`src/rtl/apb_arb_pkg.sv`:
```
// Shared state encoding, default bus widths and watchdog counter sizing
// for the APB master arbiter.
package apb_arb_pkg;

  typedef enum logic [1:0] {
    IDLE   = 2'd0,
    SETUP  = 2'd1,
    ACCESS = 2'd2
  } state_t;

  localparam int DEF_ADDR_W = 32;
  localparam int DEF_DATA_W = 32;

  // The watchdog counter only has to reach TIMEOUT-1.
  function automatic int tmo_cnt_w(input int timeout);
    return $clog2(timeout);
  endfunction

endpackage

```
`src/rtl/rr_arbiter.sv`:
```
// Combinational round-robin picker: first asserted request at or above ptr_i,
// wrapping at NUM_REQ; emits a one-hot grant and its index.
module rr_arbiter #(
  parameter int NUM_REQ = 2,
  parameter int IDX_W   = $clog2(NUM_REQ)
) (
  input  logic [NUM_REQ-1:0] req_i,
  input  logic [IDX_W-1:0]   ptr_i,
  output logic [NUM_REQ-1:0] gnt_o,
  output logic [IDX_W-1:0]   gnt_idx_o,
  output logic               gnt_vld_o
);

  always_comb begin
    int idx;
    idx       = 0;
    gnt_o     = '0;
    gnt_idx_o = '0;
    gnt_vld_o = 1'b0;
    for (int off = 0; off < NUM_REQ; off++) begin
      idx = int'(ptr_i) + off;
      if (idx >= NUM_REQ) begin
        idx = idx - NUM_REQ;
      end
      if (!gnt_vld_o && req_i[idx]) begin
        gnt_vld_o  = 1'b1;
        gnt_o[idx] = 1'b1;
        gnt_idx_o  = IDX_W'(idx);
      end
    end
  end

endmodule

```
`src/rtl/apb_master_arbiter.sv`:
```
// Shares one APB master port between NUM_REQ valid/ready requesters (round-robin),
// sequencing SETUP/ACCESS and aborting transfers whose pready stays low too long.
module apb_master_arbiter
  import apb_arb_pkg::*;
#(
  parameter int NUM_REQ = 2,
  parameter int ADDR_W  = DEF_ADDR_W,
  parameter int DATA_W  = DEF_DATA_W,
  parameter int TIMEOUT = 16
) (
  input  logic                      clk,
  input  logic                      rst_n,
  input  logic [NUM_REQ-1:0]        req_valid,
  output logic [NUM_REQ-1:0]        req_ready,
  input  logic [NUM_REQ-1:0]        req_write,
  input  logic [NUM_REQ*ADDR_W-1:0] req_addr,
  input  logic [NUM_REQ*DATA_W-1:0] req_wdata,
  output logic [NUM_REQ-1:0]        rsp_valid,
  output logic [DATA_W-1:0]         rsp_rdata,
  output logic                      rsp_err,
  output logic                      psel,
  output logic                      penable,
  output logic                      pwrite,
  output logic [ADDR_W-1:0]         paddr,
  output logic [DATA_W-1:0]         pwdata,
  input  logic [DATA_W-1:0]         prdata,
  input  logic                      pready
);

  localparam int IDX_W = $clog2(NUM_REQ);
  localparam int CNT_W = tmo_cnt_w(TIMEOUT);
  localparam logic [CNT_W-1:0] CNT_LAST = CNT_W'(TIMEOUT - 1);

  state_t              state_q, state_d;
  logic [IDX_W-1:0]    ptr_q, ptr_d;
  logic [IDX_W-1:0]    owner_q, owner_d;
  logic [CNT_W-1:0]    cnt_q, cnt_d;
  logic                pwrite_q, pwrite_d;
  logic [ADDR_W-1:0]   paddr_q, paddr_d;
  logic [DATA_W-1:0]   pwdata_q, pwdata_d;
  logic                psel_q, penable_q;
  logic [NUM_REQ-1:0]  rsp_valid_q, rsp_valid_d;
  logic [DATA_W-1:0]   rsp_rdata_q, rsp_rdata_d;
  logic                rsp_err_q, rsp_err_d;

  logic [NUM_REQ-1:0]  gnt;
  logic [IDX_W-1:0]    gnt_idx;
  logic                gnt_vld;

  rr_arbiter #(
    .NUM_REQ (NUM_REQ),
    .IDX_W   (IDX_W)
  ) u_rr_arbiter (
    .req_i     (req_valid),
    .ptr_i     (ptr_q),
    .gnt_o     (gnt),
    .gnt_idx_o (gnt_idx),
    .gnt_vld_o (gnt_vld)
  );

  always_comb begin
    state_d     = state_q;
    ptr_d       = ptr_q;
    owner_d     = owner_q;
    cnt_d       = cnt_q;
    pwrite_d    = pwrite_q;
    paddr_d     = paddr_q;
    pwdata_d    = pwdata_q;
    rsp_valid_d = '0;
    rsp_rdata_d = rsp_rdata_q;
    rsp_err_d   = 1'b0;
    req_ready   = '0;

    unique case (state_q)
      IDLE: begin
        if (gnt_vld) begin
          req_ready = gnt;
          owner_d   = gnt_idx;
          pwrite_d  = req_write[gnt_idx];
          paddr_d   = req_addr[int'(gnt_idx)*ADDR_W +: ADDR_W];
          pwdata_d  = req_wdata[int'(gnt_idx)*DATA_W +: DATA_W];
          ptr_d     = (gnt_idx == IDX_W'(NUM_REQ - 1)) ? '0 : gnt_idx + 1'b1;
          cnt_d     = '0;
          state_d   = SETUP;
        end
      end
      SETUP: begin
        state_d = ACCESS;
      end
      ACCESS: begin
        if (pready) begin
          rsp_valid_d[owner_q] = 1'b1;
          rsp_rdata_d = pwrite_q ? '0 : prdata;
          state_d     = IDLE;
        end else if (cnt_q == CNT_LAST) begin
          // Watchdog expiry: this is the TIMEOUT-th ACCESS cycle without pready.
          rsp_valid_d[owner_q] = 1'b1;
          rsp_rdata_d = '0;
          rsp_err_d   = 1'b1;
          state_d     = IDLE;
        end else begin
          cnt_d = cnt_q + 1'b1;
        end
      end
      default: begin
        state_d = IDLE;
      end
    endcase
  end

  always_ff @(posedge clk or negedge rst_n) begin
    if (!rst_n) begin
      state_q     <= IDLE;
      ptr_q       <= '0;
      owner_q     <= '0;
      cnt_q       <= '0;
      pwrite_q    <= 1'b0;
      paddr_q     <= '0;
      pwdata_q    <= '0;
      psel_q      <= 1'b0;
      penable_q   <= 1'b0;
      rsp_valid_q <= '0;
      rsp_rdata_q <= '0;
      rsp_err_q   <= 1'b0;
    end else begin
      state_q     <= state_d;
      ptr_q       <= ptr_d;
      owner_q     <= owner_d;
      cnt_q       <= cnt_d;
      pwrite_q    <= pwrite_d;
      paddr_q     <= paddr_d;
      pwdata_q    <= pwdata_d;
      psel_q      <= (state_d != IDLE);
      penable_q   <= (state_d == ACCESS);
      rsp_valid_q <= rsp_valid_d;
      rsp_rdata_q <= rsp_rdata_d;
      rsp_err_q   <= rsp_err_d;
    end
  end

  assign psel      = psel_q;
  assign penable   = penable_q;
  assign pwrite    = pwrite_q;
  assign paddr     = paddr_q;
  assign pwdata    = pwdata_q;
  assign rsp_valid = rsp_valid_q;
  assign rsp_rdata = rsp_rdata_q;
  assign rsp_err   = rsp_err_q;

endmodule

```
`config.mk`:
```
export PLATFORM = sky130hd
export DESIGN_NAME = apb_master_arbiter
export DESIGN_NICKNAME = d
export VERILOG_FILES = /design/src/rtl/apb_arb_pkg.sv /design/src/rtl/rr_arbiter.sv /design/src/rtl/apb_master_arbiter.sv
export SDC_FILE = /design/constraint.sdc
export NUM_CORES = 1
export LEC_CHECK = 0
export ABC_AREA = 0
export ABC_CLOCK_PERIOD_IN_PS = 3000
export BUFFER_PORTS_ARGS = -buffer_cell sky130_fd_sc_hd__buf_2
export CORE_AREA = 2 2 106 108
export CTS_BUF_LIST = sky130_fd_sc_hd__clkbuf_4
export DETAILED_ROUTE_END_ITERATION = 7
export DIE_AREA = 0 0 108 110
export PLACE_DENSITY_LB_ADDON = 0.3
export SETUP_SLACK_MARGIN = 0.3
export SLEW_MARGIN = 20
export SYNTH_ARGS = -nofsm -noshare
export SYNTH_HDL_FRONTEND = slang
export SYNTH_SLANG_ARGS = --single-unit
export TNS_END_PERCENT = 20
```
`constraint.sdc`:
```
create_clock -name clk -period 3 [get_ports clk]
set_clock_uncertainty 0.2 [all_clocks]
set_input_delay 0.3 -clock clk [delete_from_list [all_inputs] [get_ports clk]]
set_output_delay 0.3 -clock clk [all_outputs]
set_load 0.02 [all_outputs]
```
==> flow_summary.toml, run 1 <==
[floorplanning]
num_io_pins = 271
row_count = 38
start_util_pct = 43.1
die_h_um = 110
die_w_um = 108

[clocking]
clock-sinks = 110
cts_buffers = 9
ctsResizeCount = 1
post_cts_buffers = 0
htree_levels = 3
cts_buffer_depth = 2
root_buffer = "clkbuf_4"
ctsHoldBuffers = 151

[yosys]
synthCells = 350
synth_area_um2 = 4610
ys_seq_area_share_pct = 59.7
yosys_register_bits = 110
synth_fp_nets = 518
yosysTopAreaCell = "dfrtp_1"
synth_top_area_share_pct = 59.7
ys_warn_count = 0
yosys-top-cells-area = "dfrtp_1, a221o_1, a21boi_0"
avgSynthCellArea_um2 = 13.2
ys_types = 29

[status]
firstError = "[ERROR RSZ-0060] Max buffer count reached."
status = "stopped before the end"
haltStage = "4_1_cts"

[placed_design]
hpwlAfterDp_um = 10000
gp_congestion = 0.812
port_buffers = 270
[per-stage QoR]
step | cell area, um2 | instances | hold WS [ps] | worst slack (ps) | util, %
floorplan | 4610 | 350 | -196 | 1150 | -
detailed placement | 6080 | 733 | 77.7 | 663 | 56.8
global placement | 6080 | 733 | 71.7 | 711 | 56.8
[cell families after synthesis]
group,share of synthesized area (%)
mux,0.434
flops,59.7
compound gates,32.6
simple gates,2.77
fa+ha+maj,0.271
buf+inv,4.18
[synthesized netlist by cell type (all sizes together)]
| cell type | instances |
|---|---|
| dfrtp | 110 |
| a21boi | 65 |
| a221o | 65 |
| a22o | 32 |
| clkbuf | 21 |
| buf | 15 |
| nor2 | 7 |
| and3 | 5 |
| inv | 3 |
| nand2 | 3 |
| o21ai | 3 |
| a21o | 2 |
| a21oi | 2 |
| mux2i | 2 |
| nand2b | 2 |
| nor3b | 2 |
| o22ai | 2 |
| or2 | 2 |
| a31o | 1 |
| ha | 1 |
| nand3 | 1 |
| o211ai | 1 |
| o21a | 1 |
| o21bai | 1 |
| or3b | 1 |
==> run 2: changes to the inputs <==
--- a/config.mk
+++ b/config.mk
@@ -8,12 +8,9 @@
 export ABC_AREA = 0
 export ABC_CLOCK_PERIOD_IN_PS = 3000
 export BUFFER_PORTS_ARGS = -buffer_cell sky130_fd_sc_hd__buf_2
-export CORE_AREA = 2 2 106 108
-export CTS_BUF_LIST = sky130_fd_sc_hd__clkbuf_4
+export CORE_UTILIZATION = 35
 export DETAILED_ROUTE_END_ITERATION = 7
-export DIE_AREA = 0 0 108 110
-export PLACE_DENSITY_LB_ADDON = 0.3
-export SETUP_SLACK_MARGIN = 0.3
+export PLACE_DENSITY_LB_ADDON = 0.15
 export SLEW_MARGIN = 20
 export SYNTH_ARGS = -nofsm -noshare
 export SYNTH_HDL_FRONTEND = slang
==> flow_summary.toml, run 2 <==
[floorplanning]
core_area_um2 = 12700
num_io_pins = 271
start_util_pct = 36.2
row_count = 41
die-area_um2 = 13600
die_h_um = 117
die_w_um = 117

[worst_hold_path]
hold_path_class = "in -> reg"

[power_and_ir_drop]
powerDensity_nw_per_um2 = 1010
leakagePower_nw = 4.03
ir_drop_mv = 0.476

[finish]
layout.area.seq_um2 = 2750
multi_input_area_um2 = 1680
layout-drive-gt1-share_pct = 39.6
n_fill_cell = 1058
mostFrequentLayoutCell = "buf_2"
final_cell_mix = "buf_2, dlygate4sd3_1, dfrtp_1"
syn_to_final_growth_pct = 73.6
post_layout_nonfiller_instances = 935
nets = 926
n_antenna_cell = 0

[critical_path]
cp.arrival_ps = 2580
slowest_delay_ps = 560
worstSetupStartpointType = "flip-flop"
crit_path_end_kind = "flip-flop"
crit_chain = "nor2_4 > buf_4 > a21boi_0 > a221o_1 > dlygate4sd3_1"
cpMaxStageDelayCell = "dlygate4sd3_1"
cp.required_ps = 3020
cp_max_fo = 63
critPathKind = "reg -> reg"

[global_routing]
grt_pass1_wl_um = 23800
gr-usage-all-layers_pct = 22.8
grt_max_degree = 66
antenna_found_initial = 0
grt_pass1_vias = 4863
grt_overflow = 0

[clocking]
ctsResizeCount = 0
cts_tree = "built"
cts_buffers = 9
path_clk_slew_ps = 70
clock-sinks = 110
htree_levels = 3
clock_latency_ps = 330
cts_buffer_depth = 2
root_buffer = "clkbuf_16"

[status]
status = "finished clean"

[drt]
via_count = 4799
drc = 0
vias_per_cell = 5.13
initialDrtViolationCount = 271
wirelength_um = 15900
ant_nets = 0
dr.pass1.iters = 4
wire_per_inst_um = 17.0

[yosys]
synthArstFlopShare_pct = 100
synth_top_area_share_pct = 59.7
synth_fp_nets = 518
ys_seq_area_share_pct = 59.7
yosys_register_bits = 110
yosysTopAreaCell = "dfrtp_1"
synth_edf_count = 0
avgSynthCellArea_um2 = 13.2
yosys-top-cells-area = "dfrtp_1, a221o_1, a21boi_0"
synthCells = 350
ys_types = 29
synth.top_cells.by_count = "dfrtp_1, a221o_1, a21boi_0, a22o_1, clkbuf_1"
ys_warn_count = 0
synth_area_um2 = 4610
synth_ff_type = "dfrtp_1"
yosysMostFrequentCell = "dfrtp_1"

[timing]
drv_slew = 0
maxSlewHeadroom_pct = 44.0
grt_setup_unrepaired = "false"
hold_violations = 0
setup_tns_ps = 0
worstMarginPinSlew_ps = 839
period_minus_slack_ps = 2560
max_clock_freq_ghz = 0.390
setup_violations = 0
min_period_over_period_pct = 85.4

[job]
drv_cap = 0

[placed_design]
port_buffers = 270
dp_cells = 765
hpwlAfterDp_um = 9900
gp_congestion = 0.764
[run 2: cell counts after synthesis]
Identical to the previous run, type by type.
[run 2: metal layers]
metal	vias to the layer above	GRT usage, %	wire [um]
met2	198	42.3	8180
met4	0	8.61	315
met5	-	0	0
li1	2199	-	-
met1	2374	25.4	6380
met3	28	4.72	985
[run 2: cells by family after synthesis]
group,after synthesis,synth area share [%]
AO/OA/AOI/OAI,175,32.6
adder cells (fa/ha/maj),1,0.271
buffers and inverters,39,4.18
flip-flops,110,59.7
multiplexers,2,0.434
AND/OR/NAND/NOR,23,2.77
[run 2: power by group]
part	total (mW)	switching, mW	internal (mW)	leakage, nW
logic	4.18	2.12	2.06	2.48
registers	2.56	0.392	2.17	1.39
clock network	1.31	0.514	0.800	0.166
[run 2: layout make-up]
cell class,count,area share [%]
Timing Repair Buffer,433,37.5
Sequential cell,110,34.4
Multi-Input combinational cell,201,21.0
Clock buffer,13,3.38
Tap cell,172,2.69
Clock inverter,3,0.814
Inverter,3,0.141
[run 2: path summary, 6_finish.rpt]
path / from / end / slack, ps / depth (start not counted)
max reg2reg: state_q[0] / paddr[24] / 440 / 5
min: req_wdata[21] / pwdata[21] / 2 / 2
min in group asynchronous: rst_n / pwdata[23] / 390 / 2
min reg2reg: owner_q / rsp_valid[0] / 300 / 1
max: state_q[0] / paddr[24] / 440 / 5
max in group asynchronous: rst_n / rsp_rdata[3] / 1500 / 3
[run 2: what timing repair did]
| action | CTS | global route |
|---|---|---|
| hold buffers | 154 | 0 |
| setup buffers | 0 | 0 |
| hold endpoints to repair | 160 | 0 |
[run 2: through the flow]
| stage | cell area (um2) | hold WS (ps) | worst slack (ps) | total power, mW | utilization (%) |
|---|---|---|---|---|---|
| 2_1_floorplan | 4610 | -196 | 1150 | 4.75 | - |
| 3_3_place_gp | 6120 | 258 | 1020 | 5.89 | 48.1 |
| 3_5_place_dp | 6120 | 259 | 966 | 5.94 | 48.1 |
| 4_1_cts | 8000 | 0.322 | 457 | 8.06 | 62.9 |
| 5_1_grt | 8000 | 3.10 | 272 | 8.56 | 62.9 |
| 6_report | 8000 | 1.98 | 438 | 8.06 | 62.9 |
[run 2: worst max-delay path, delay by kind of cell (launching register included)]
family | cells | cell delay (ps)
flip-flops | 1 | 450
buffers and inverters | 2 | 1080
AO/OA/AOI/OAI | 2 | 500
AND/OR/NAND/NOR | 1 | 190
Note: power is estimated with default switching activity, not from simulation.
==> run 3: changes to the inputs <==
--- a/config.mk
+++ b/config.mk
@@ -6,13 +6,15 @@
 export NUM_CORES = 1
 export LEC_CHECK = 0
 export ABC_AREA = 0
-export ABC_CLOCK_PERIOD_IN_PS = 3000
+export ABC_CLOCK_PERIOD_IN_PS = 2810
 export BUFFER_PORTS_ARGS = -buffer_cell sky130_fd_sc_hd__buf_2
 export CORE_UTILIZATION = 35
+export CTS_CLUSTER_DIAMETER = 40
 export DETAILED_ROUTE_END_ITERATION = 7
 export PLACE_DENSITY_LB_ADDON = 0.15
 export SLEW_MARGIN = 20
 export SYNTH_ARGS = -nofsm -noshare
 export SYNTH_HDL_FRONTEND = slang
+export SYNTH_HIERARCHICAL = 1
 export SYNTH_SLANG_ARGS = --single-unit
 export TNS_END_PERCENT = 20
==> constraint.sdc (replaced) <==
create_clock -name clk -period 2.81 [get_ports clk]
set_clock_uncertainty 0.2 [all_clocks]
set_input_delay 0.281 -clock clk [delete_from_list [all_inputs] [get_ports clk]]
set_output_delay 0.281 -clock clk [all_outputs]
set_load 0.02 [all_outputs]
==> flow_summary.toml, run 3 <==
[status]
status = "finished clean"

[yosys]
synth_ff_type = "dfrtp_1"
ys_warn_count = 6
synth_top_area_share_pct = 58.6
synth_fp_nets = 574
yosys-top-cells-area = "dfrtp_1, mux2i_1, a22o_1"
synth.top_cells.by_count = "dfrtp_1, nand2_1, mux2i_1, o21ai_1, a22o_1"
ys_types = 30
yosysMostFrequentCell = "dfrtp_1"
synth_area_um2 = 4700
ys_seq_area_share_pct = 58.6
avgSynthCellArea_um2 = 11.6
synth_edf_count = 0
synthArstFlopShare_pct = 100
yosysTopAreaCell = "dfrtp_1"
synthCells = 406
yosys_register_bits = 110

[floorplanning]
row_count = 41
die-area_um2 = 13900
core_area_um2 = 12800
num_io_pins = 271
start_util_pct = 36.6
die_h_um = 118
die_w_um = 118

[drt]
wire_per_inst_um = 14.1
initialDrtViolationCount = 158
vias_per_cell = 4.57
dr.pass1.iters = 5
drc = 0
ant_nets = 0
wirelength_um = 12400
via_count = 4033

[power_and_ir_drop]
ir_drop_mv = 0.425
leakagePower_nw = 3.64
power_mw = 7.04
powerDensity_nw_per_um2 = 1030

[clocking]
ctsHoldBuffers = 37
ctsResizeCount = 0
clock-sinks = 110
htree_levels = 3
cts_buffers = 9
cts_tree = "built"
post_cts_buffers = 0
clock_latency_ps = 330
root_buffer = "clkbuf_16"
cts_buffer_depth = 2
path_clk_slew_ps = 70

[timing]
setup_violations = 0
grt_setup_unrepaired = "false"
worstMarginPinSlew_ps = 631
period_minus_slack_ps = 2160
hold_violations = 0
min_period_over_period_pct = 76.9
max_clock_freq_ghz = 0.463
setup_tns_ps = 0
drv_slew = 0
maxSlewHeadroom_pct = 57.9

[global_routing]
grt_pass1_wl_um = 20300
grt_overflow = 0
grt_pass1_vias = 4110
gr-usage-all-layers_pct = 18.4
antenna_found_initial = 0
grt_max_degree = 77

[worst_hold_path]
hold_path_class = "in -> reg"

[finish]
mostFrequentLayoutCell = "buf_2"
post-route-util_pct = 53.5
layout-drive-gt1-share_pct = 42.7
n_antenna_cell = 0
final_cell_mix = "buf_2, dfrtp_1, nand2_1"
multi_input_area_um2 = 1760
syn_to_final_growth_pct = 46.1
layout.area.seq_um2 = 2750
n_fill_cell = 1158
nets = 873

[placed_design]
gp_congestion = 0.755
port_buffers = 270
hpwlAfterDp_um = 9170

[critical_path]
critPathKind = "reg -> out"
cp.arrival_ps = 1680
cp.required_ps = 2330
crit_path_end_kind = "output port"
rrSetupSlack_ps = 820
worstSetupStartpointType = "flip-flop"
cp_max_fo = 11

[job]
drv_cap = 0
## run 3: cell count changes after synthesis, moves of 3 or more
cell,delta
nor2_1,-5
and3_1,-3
a21boi_1,-4
mux2i_1,+65
o21ai_0,+18
clkbuf_1,-13
buf_6,+3
nand2_1,+67
o21ai_1,+47
a21boi_0,-58
a221o_1,-65
## run 3: cell families (layout without fill, tap and decap cells)
logic type	after synthesis	in the layout	share of synthesized area, %
compound gates	108	108	14.7
fa+ha+maj	1	1	0.266
buf+inv	33	337	4.24
flops	110	110	58.6
mux	68	68	14.5
simple gates	86	86	7.70
## run 3: cell type report
type | instances | share of cell area, %
sequential | 110 | 40.1
timing repair buffer | 317 | 26.8
multi-input combinational | 263 | 25.7
clock buffer | 9 | 3.28
tap | 172 | 3.14
clock inverter | 7 | 0.711
inverter | 4 | 0.255
## run 3: worst max-delay path, stage by stage (launching register included)
cell,delay [ps]
dfrtp_1,440
or3b_4,520
inv_4,110
and2_1,120
buf_2,160
## run 3: path summary, 6_finish.rpt
path / cells past startpoint / end / from
hold / removal: 3 / pwdata[31] / req_wdata[31]
setup reg to reg: 5 / rsp_rdata[3] / cnt_q[0]
max in group asynchronous: 3 / rsp_rdata[6] / rst_n
min in group asynchronous: 2 / pwdata[3] / rst_n
hold reg to reg: 1 / rsp_valid[0] / owner_q
setup / recovery: 4 / req_ready[1] / state_q[1]
## run 3: layer usage
metal | share of wire, % | global-route usage, % | up-vias | wire length [um]
li1 | - | - | 2015 | -
met1 | 42 | 22.2 | 1842 | 5160
met2 | 50 | 31.9 | 160 | 6200
met3 | 7.1 | 4.99 | 16 | 876
met4 | 1.5 | 5.45 | 0 | 184
met5 | 0 | 0 | - | 0
## run 3: power breakdown
group          internal (mW)  leakage (nW)  switching [mW]
clock                  0.605         0.136           0.569
combinational           1.20          2.12            2.01
sequential              2.28          1.38           0.374
total                   4.09          3.64            2.95
## run 3: through the flow
stage                     cell area [um2]  worst slack, ps  cells  hold slack, ps
after CTS                            6860              629    882           0.651
after global routing                 6860              551    882            3.19
after floorplan                      4700             1100    406            -215
final                                6860              649    882            10.2
after detailed placement             6220              828    829            97.5
after global placement               6220              902    829            92.0
==> run 4: changes to the inputs <==
--- a/config.mk
+++ b/config.mk
@@ -6,7 +6,7 @@
 export NUM_CORES = 1
 export LEC_CHECK = 0
 export ABC_AREA = 0
-export ABC_CLOCK_PERIOD_IN_PS = 2810
+export ABC_CLOCK_PERIOD_IN_PS = 2000
 export BUFFER_PORTS_ARGS = -buffer_cell sky130_fd_sc_hd__buf_2
 export CORE_UTILIZATION = 35
 export CTS_CLUSTER_DIAMETER = 40
==> constraint.sdc (replaced) <==
create_clock -name clk -period 2 [get_ports clk]
set_clock_uncertainty 0.2 [all_clocks]
set_input_delay 0.2 -clock clk [delete_from_list [all_inputs] [get_ports clk]]
set_output_delay 0.2 -clock clk [all_outputs]
set_load 0.02 [all_outputs]
==> flow_summary.toml, run 4 (synthesis gave the netlist of run 3 again) <==
[critical_path]
worstSetupStartpointType = "flip-flop"
endpoint = "req_ready[0]"
cp_max_fo = 7
rrSetupSlack_ps = 220
r2r-start = "state_q[1]"
critPathKind = "reg -> out"
crit_path_end_kind = "output port"
reg2reg_depth = 5
critPathLaunch = "state_q[1]"
cp.arrival_ps = 1540
reg2reg_to = "pwdata[15]"
cp.required_ps = 1600

[finish]
layout-drive-gt1-share_pct = 36.6
n_fill_cell = 964
post_layout_nonfiller_instances = 1013
n_antenna_cell = 0
mostFrequentLayoutCell = "buf_2"
nets = 1005
final_area_um2 = 8270
post-route-util_pct = 64.5
syn_to_final_growth_pct = 76.2
final_cell_mix = "buf_2, dlygate4sd3_1, dfrtp_1"

[floorplanning]
die-area_um2 = 13900
row_count = 41
start_util_pct = 36.6
die_h_um = 118
core_area_um2 = 12800
die_w_um = 118
num_io_pins = 271

[drt]
wirelength_um = 15200
initialDrtViolationCount = 224
wire_per_inst_um = 15.1
ant_nets = 0
drc = 0
via_count = 4764
vias_per_cell = 4.70
dr.pass1.iters = 4

[placed_design]
gp_congestion = 0.766
hpwlAfterDp_um = 8930
port_buffers = 270
dp_cells = 831
dpl-instance-area_um2 = 6260

[global_routing]
grt_overflow = 0
grt_pass1_vias = 5058
grt_max_degree = 77
antenna_found_initial = 0
gr-usage-all-layers_pct = 22.6
grt_pass1_wl_um = 24700

[power_and_ir_drop]
leakagePower_nw = 4.23
ir_drop_mv = 0.574
powerDensity_nw_per_um2 = 1280

[clocking]
clock-sinks = 110
htree_levels = 3
path_clk_slew_ps = 70
cts_buffers = 9
cts_buffer_depth = 2
cts_tree = "built"
clock_latency_ps = 340
root_buffer = "clkbuf_16"

[timing]
hold_violations = 0
period_minus_slack_ps = 1940
min_period_over_period_pct = 97.1
max_clock_freq_ghz = 0.515
drv_slew = 0
setup_violations = 0
worstMarginPinSlew_ps = 326
maxSlewHeadroom_pct = 78.3

[job]
drv_cap = 0

[status]
status = "finished clean"

[worst_hold_path]
hold_path_class = "in -> async"
run 4: cell types whose count changed in the layout (fill, tap and decap cells not counted), sizes merged:
cell	before	now
buf	280	285
bufinv	0	3
clkbuf	9	10
clkinv	4	1
clkinvlp	1	0
dlygate4sd3	37	164
inv	6	5
run 4: cell type report:
class / count / area [um2] / share of cell area [%]
Timing Repair Buffer: 449 / 3180 / 38.5
Tap cell: 172 / 215 / 2.60
Clock inverter: 5 / 108 / 1.30
Sequential cell: 110 / 2750 / 33.3
Multi-Input combinational cell: 263 / 1770 / 21.4
Clock buffer: 10 / 229 / 2.77
Inverter: 4 / 17.5 / 0.212
run 4: report_power, final:
| part | internal, mW | leakage, nW | switching (mW) |
|---|---|---|---|
| sequential | 3.21 | 1.38 | 0.526 |
| combinational | 1.94 | 2.69 | 2.92 |
| clock | 1.22 | 0.163 | 0.791 |
run 4: worst min path at each step:
| stage | start | slack [ps] | end |
|---|---|---|---|
| 3_3_place_gp | rst_n | -90 | pwdata[0] |
| 2_1_floorplan | rst_n | -300 | cnt_q[0] |
| 3_5_place_dp | rst_n | -90 | pwdata[3] |
| 4_1_cts | rst_n | 80 | pwdata[3] |
| 6_report | rst_n | 80 | pwdata[3] |
| 5_1_grt | rst_n | 90 | pwdata[3] |
run 4: what timing repair did:
action / in CTS / in global routing
hold buffers: 164 / 0
gates resized for setup: 0 / 6
gates cloned: 0 / 0
buffers inserted: 1 / 2
pin swaps: 1 / 1
setup endpoints to repair: 2 / 2
hold endpoints to repair: 208 / 0
run 4: worst max-delay path, stage by stage, from the launching register on:
cell	delay, ps
dfrtp_1	430
or3b_4	440
inv_4	80
and2_4	140
buf_6	110
run 4: through the flow:
step	worst slack (ps)	total power, mW	TNS [ps]	hold slack [ps]
2_1_floorplan	292	6.70	0	-296
3_3_place_gp	357	8.22	0	-92.2
3_5_place_dp	333	8.30	0	-91.7
4_1_cts	32.2	10.6	0	78.2
5_1_grt	-2.25	11.3	-2.25	86.2
6_report	58.6	10.6	0	78.5
run 4: per-layer routing:
metal,vias up,track usage [%],part of all wire [%]
met4,0,10.8,3.8
li1,2294,-,-
met1,2204,24.6,38
met5,-,0,0
met2,217,39.3,51
met3,49,7.41,7.1
